--- src/rtl/neuron_pool.sv ---
// Time-multiplexed pool of 128 leaky integrate-and-fire neurons sharing one v/r state memory.
// Latency: two enabled cycles per neuron (LOAD, UPDATE); a full sweep takes 256 enabled cycles.
// Backpressure: en=0 freezes phase, index and memory; spike_out and sweep_done stay low.
module neuron_pool #(
  parameter logic signed [31:0] V_TH       = 32'sd20480,
  parameter logic signed [31:0] V_RESET    = 32'sd0,
  parameter int                 LEAK_SHIFT = 4,
  parameter logic [3:0]         REFRAC     = 4'd3
) (
  input  logic               clk,
  input  logic               reset_bar,
  input  logic               en,
  input  logic signed [31:0] I_in,
  output logic               i_req,
  output logic [6:0]         neuron_index,
  output logic               spike_out,
  output logic [6:0]         spike_index,
  output logic signed [31:0] v_out,
  output logic [7:0]         spike_count,
  output logic               sweep_done
);

  typedef enum logic {LOAD = 1'b0, UPDATE = 1'b1} phase_e;

  phase_e phase_q, phase_d;

  logic [6:0]         idx_q;
  logic               first_q;
  logic [7:0]         acc_q;
  logic signed [31:0] v_rd_q;
  logic [3:0]         r_rd_q;
  logic               spike_q;
  logic [6:0]         spike_idx_q;
  logic signed [31:0] v_out_q;
  logic [7:0]         spike_cnt_q;
  logic               done_q;

  logic signed [31:0] v_mem [128];
  logic [3:0]         r_mem [128];

  logic signed [31:0] leak;
  logic signed [32:0] sum;
  logic signed [31:0] v_sat;
  logic               fire;
  logic signed [31:0] v_wr;
  logic [3:0]         r_wr;
  logic               upd;

  // Phase state register.
  always_ff @(posedge clk) begin
    if (!reset_bar) phase_q <= LOAD;
    else            phase_q <= phase_d;
  end

  // Next phase: alternate LOAD/UPDATE on every enabled edge.
  always_comb begin
    phase_d = phase_q;
    if (en) phase_d = (phase_q == LOAD) ? UPDATE : LOAD;
  end

  // Neuron update datapath: leak, integrate in 33 bits, saturate, threshold.
  always_comb begin
    leak  = v_rd_q >>> LEAK_SHIFT;
    sum   = $signed({v_rd_q[31], v_rd_q}) - $signed({leak[31], leak})
          + $signed({I_in[31], I_in});
    v_sat = sum[31:0];
    if (sum[32] != sum[31]) v_sat = sum[32] ? 32'sh8000_0000 : 32'sh7FFF_FFFF;
    fire  = (r_rd_q == 4'd0) && (v_sat >= V_TH);
    v_wr  = v_sat;
    r_wr  = 4'd0;
    if (r_rd_q != 4'd0) begin
      v_wr = V_RESET;
      r_wr = r_rd_q - 4'd1;
    end else if (fire) begin
      v_wr = V_RESET;
      r_wr = REFRAC;
    end
    upd = en && (phase_q == UPDATE);
  end

  // State memory write-back; an in-flight neuron is dropped if reset hits.
  always_ff @(posedge clk) begin
    if (reset_bar && upd) begin
      v_mem[idx_q] <= v_wr;
      r_mem[idx_q] <= r_wr;
    end
  end

  // Schedule, read staging, spike/sweep bookkeeping and registered outputs.
  always_ff @(posedge clk) begin
    if (!reset_bar) begin
      idx_q       <= 7'd0;
      first_q     <= 1'b1;
      acc_q       <= 8'd0;
      v_rd_q      <= V_RESET;
      r_rd_q      <= 4'd0;
      spike_q     <= 1'b0;
      spike_idx_q <= 7'd0;
      v_out_q     <= 32'sd0;
      spike_cnt_q <= 8'd0;
      done_q      <= 1'b0;
    end else begin
      spike_q <= 1'b0;
      done_q  <= 1'b0;
      if (en && phase_q == LOAD) begin
        // First sweep after reset ignores whatever the memory holds.
        v_rd_q <= first_q ? V_RESET : v_mem[idx_q];
        r_rd_q <= first_q ? 4'd0    : r_mem[idx_q];
      end
      if (upd) begin
        idx_q <= 7'(idx_q + 7'd1);
        if (fire) begin
          spike_q     <= 1'b1;
          spike_idx_q <= idx_q;
        end
        if (idx_q == 7'd127) begin
          spike_cnt_q <= acc_q + {7'd0, fire};
          v_out_q     <= v_wr;
          done_q      <= 1'b1;
          acc_q       <= 8'd0;
          first_q     <= 1'b0;
        end else begin
          acc_q <= acc_q + {7'd0, fire};
        end
      end
    end
  end

  assign i_req        = (phase_q == UPDATE);
  assign neuron_index = idx_q;
  assign spike_out    = spike_q;
  assign spike_index  = spike_idx_q;
  assign v_out        = v_out_q;
  assign spike_count  = spike_cnt_q;
  assign sweep_done   = done_q;

endmodule

--- config.mk ---
export PLATFORM = sky130hd
export DESIGN_NAME = neuron_pool
export DESIGN_NICKNAME = d
export VERILOG_FILES = /design/src/rtl/neuron_pool.sv
export SDC_FILE = /design/constraint.sdc
export NUM_CORES = 2
export LEC_CHECK = 0
export BUFFER_PORTS_ARGS = -buffer_cell sky130_fd_sc_hd__buf_2
export CAP_MARGIN = 10
export CORE_MARGIN = 3
export CORE_UTILIZATION = 28
export CTS_BUF_LIST = sky130_fd_sc_hd__clkbuf_4 sky130_fd_sc_hd__clkbuf_8
export CTS_CLUSTER_DIAMETER = 50
export DETAILED_ROUTE_END_ITERATION = 7
export GPL_ROUTABILITY_DRIVEN = 0
export PLACE_DENSITY_LB_ADDON = 0.3
export SYNTH_ARGS = -nofsm -noshare
export SYNTH_HDL_FRONTEND = slang
export SYNTH_MEMORY_MAX_BITS = 65536
export SYNTH_SLANG_ARGS = --single-unit
--- constraint.sdc ---
create_clock -name clk -period 20.4 [get_ports clk]
set_input_delay 0 -clock clk [delete_from_list [all_inputs] [get_ports clk]]
set_output_delay 0 -clock clk [all_outputs]
set_load 0.02 [all_outputs]
==> flow_summary.json <==
{
  "cp_slowest_stage_delay_ps": 950,
  "synthFlopType": "edfxtp_1",
  "port_buffers": 91,
  "p_leak_nw": 63.11,
  "die_area_sq_um": 661500,
  "grt-ovfl-total": 0,
  "maxCapViolCount": 0,
  "irDropWorstVdd_mv": 0.07273,
  "clock_sinks": 4717,
  "nNetsFinal": 8464,
  "cts_tree": "yes",
  "grt_pass1_vias": 91510,
  "place_ws_ps": 11250,
  "cp-start-kind": "register",
  "async_reset_ff_share_pct": 0,
  "grt_pass1_wl_mm": 814.5,
  "hold_path.class": "in2reg",
  "die_width_microns": 813.3,
  "finalCriticalPeriod_ps": 9183,
  "outcome": "finished, final reports clean",
  "yosysTopAreaCellShare_pct": 75.82,
  "cts-root-buf": "clkbuf_8",
  "synth_cell_types": 66,
  "vias_per_cell": 5.253,
  "dpl_cell_area_sq_um": 195600,
  "drive_gt1_share_pct": 36.31,
  "placementRows": 295,
  "vias": 92190,
  "tightest_slew_ps": 1385,
  "critPathArrivalTime_ps": 10120,
  "layout.cells.most_common": "edfxtp_1",
  "htreeDepth": 6,
  "synthTopCellsByArea": "edfxtp_1, mux4_2, dfxtp_1",
  "synth_edf_count": 4608,
  "fin_worst_skew_ps": 112.0,
  "yosysWarnings": 0,
  "wl_per_cell_microns": 34.63,
  "setup_ws_ps": 11220,
  "hpwl_mm": 325.0,
  "initial_utilization_pct": 28.19,
  "cp_slowest_cell": "ha_1",
  "r2r_cells": 25,
  "final-instance-count-excl-fill": 17550,
  "syn_area_per_cell_sq_um": 23.95,
  "fin_area_sq_um": 210200,
  "post-cts-setup-buffer-count": 0,
  "syn-num-nets": 7727,
  "maxClockFrequency_mhz": 108.9,
  "hold_depth": 8,
  "rsz0062_at_grt": "no",
  "core_area_sq_um": 647400,
  "fin_crit_sh_pct": 45.01,
  "drc": 0,
  "syn-instance-count": 7619,
  "clkTransAtPathRegs_ps": 70,
  "yosysTopAreaCell": "edfxtp_1",
  "route.final.wire_length_mm": 607.7,
  "track_usage_pct": 17.86,
  "worstPathMaxFanout": 66,
  "cp_data_required_time_ps": 21340,
  "syn_area_sq_um": 182500,
  "setup_violations": 0,
  "drv_slew": 0,
  "seq_area_frac_synth_pct": 77.02,
  "placed_cells": 16210,
  "p_per_area_nw_per_um2": 101.0,
  "clk_path_buf_depth": 4,
  "grt_max_degree": 137,
  "clk_latency_ps": 1320,
  "die_h_microns": 813.3,
  "syn2layout_area_growth_pct": 15.16,
  "numCtsBuffers": 719,
  "slew_headroom_pct": 7.446,
  "ant_nets": 0,
  "dr.pass1.iters": 5,
  "critical_path_class": "reg2reg",
  "antenna_found_initial": 35,
  "fillers": 60860,
  "fin_setup_tns_ps": 0,
  "synth_seq_cells": 4717,
  "final_cell_mix": "edfxtp_1, mux4_2, clkbuf_8",
  "cp-end-kind": "register",
  "finalHoldViolCount": 0,
  "ios": 92,
  "initialDrtViolationCount": 13020
}
[cell usage after synthesis, types with 5 or more instances]
| library cell | instances |
|---|---|
| edfxtp_1 | 4608 |
| mux4_2 | 1512 |
| clkbuf_1 | 285 |
| nor2_1 | 180 |
| inv_1 | 138 |
| dfxtp_1 | 109 |
| nand2_1 | 109 |
| buf_2 | 97 |
| o21ai_0 | 51 |
| nor2b_1 | 47 |
| ha_1 | 42 |
| a21oi_1 | 40 |
| a22oi_1 | 36 |
| mux2_2 | 36 |
| and2_1 | 33 |
| fa_1 | 31 |
| nand3_1 | 24 |
| a32o_1 | 20 |
| xnor2_1 | 20 |
| o21ai_1 | 17 |
| buf_1 | 16 |
| nor3_1 | 14 |
| o21a_1 | 14 |
| a21o_1 | 11 |
| xor2_1 | 11 |
| a211oi_1 | 10 |
| o211ai_1 | 10 |
| mux2i_1 | 9 |
| nand4_1 | 9 |
| a22o_1 | 8 |
| or3_1 | 6 |
| a31oi_1 | 5 |
[state kept, by name, indices dropped and copies added (netlist names), 4 cells and up, named ones only]
signal / flops
v_mem: 4096
v_rd_q: 32
r_mem: 512
v_out: 32
r_rd_q: 4
acc_q: 8
neuron_index: 7
spike_count: 8
spike_index: 7
[power breakdown]
part / switching [W] / internal, W / total, W
combinational: 0.00144 / 0.000406 / 0.00184
sequential: 0.00000614 / 0.0116 / 0.0116
clock: 0.00371 / 0.00404 / 0.00775
total: 0.00516 / 0.0161 / 0.0212
[worst max-delay path: cells and delay by family (launching register included)]
kind | cells | cell delay (ps)
AOI/OAI and AO/OA | 11 | 2950
buffers and inverters | 6 | 2210
adders and majority gates | 3 | 1800
and+or+nand+nor | 4 | 1130
DFF | 1 | 390
xor gates and xnor gates | 1 | 120
[timing repair]
item / 4_1_cts / 5_1_grt
setup endpoints to repair: 0 / 0
endpoints found under the hold margin: 167 / 0
hold buffers: 22 / 0
resized for setup: 0 / 0
[per-layer routing]
layer	global-route usage (%)	share of wire [%]	up-vias
met5	0	0.019	-
met4	5.179	3.2	16
met3	4.346	9.8	941
met2	28.88	48	5390
met1	23.97	40	51520
li1	-	-	34320
[final cells by class]
cell class / count / area (sq um) / share of cell area, %
sequential: 4717 / 140600 / 66.89
multi-input combinational: 2361 / 40970 / 19.49
clock buffer: 960 / 11850 / 5.638
tap: 8613 / 10780 / 5.128
timing repair buffer: 419 / 3347 / 1.593
clock inverter: 308 / 2041 / 0.9710
inverter: 138 / 520.5 / 0.2477
antenna: 33 / 82.58 / 0.03929
[final timing paths]
| check | start | end | slack (ps) |
|---|---|---|---|
| setup / recovery | v_rd_q[10] | v_mem[112][28] | 11220 |
| hold / removal | I_in[2] | v_out[3] | 50 |
| setup reg to reg | v_rd_q[10] | v_mem[112][28] | 11220 |
| hold reg to reg | spike_index[4] | spike_index[4] | 460 |
[per-stage QoR]
step	utilization (%)	total power [W]	hold WS, ps
final	32.46	0.02122	52.07
after global routing	32.45	0.02190	82.76
after CTS	32.40	0.02131	30.10
after detailed placement	30.22	0.01362	420.2
after global placement	30.20	0.01351	421.3
after floorplan	-	0.01292	188.0
[cell families after synthesis]
kind of cell / Yosys count / synth area share (%)
adder cells (fa/ha/maj): 73 / 0.6280
AO/OA/AOI/OAI: 258 / 0.9722
buffers and inverters: 541 / 1.192
multiplexers: 1557 / 18.93
flip-flops: 4717 / 77.02
XOR/XNOR: 31 / 0.1488
AND/OR/NAND/NOR: 442 / 1.113
Note: power is estimated with default switching activity, not from simulation.
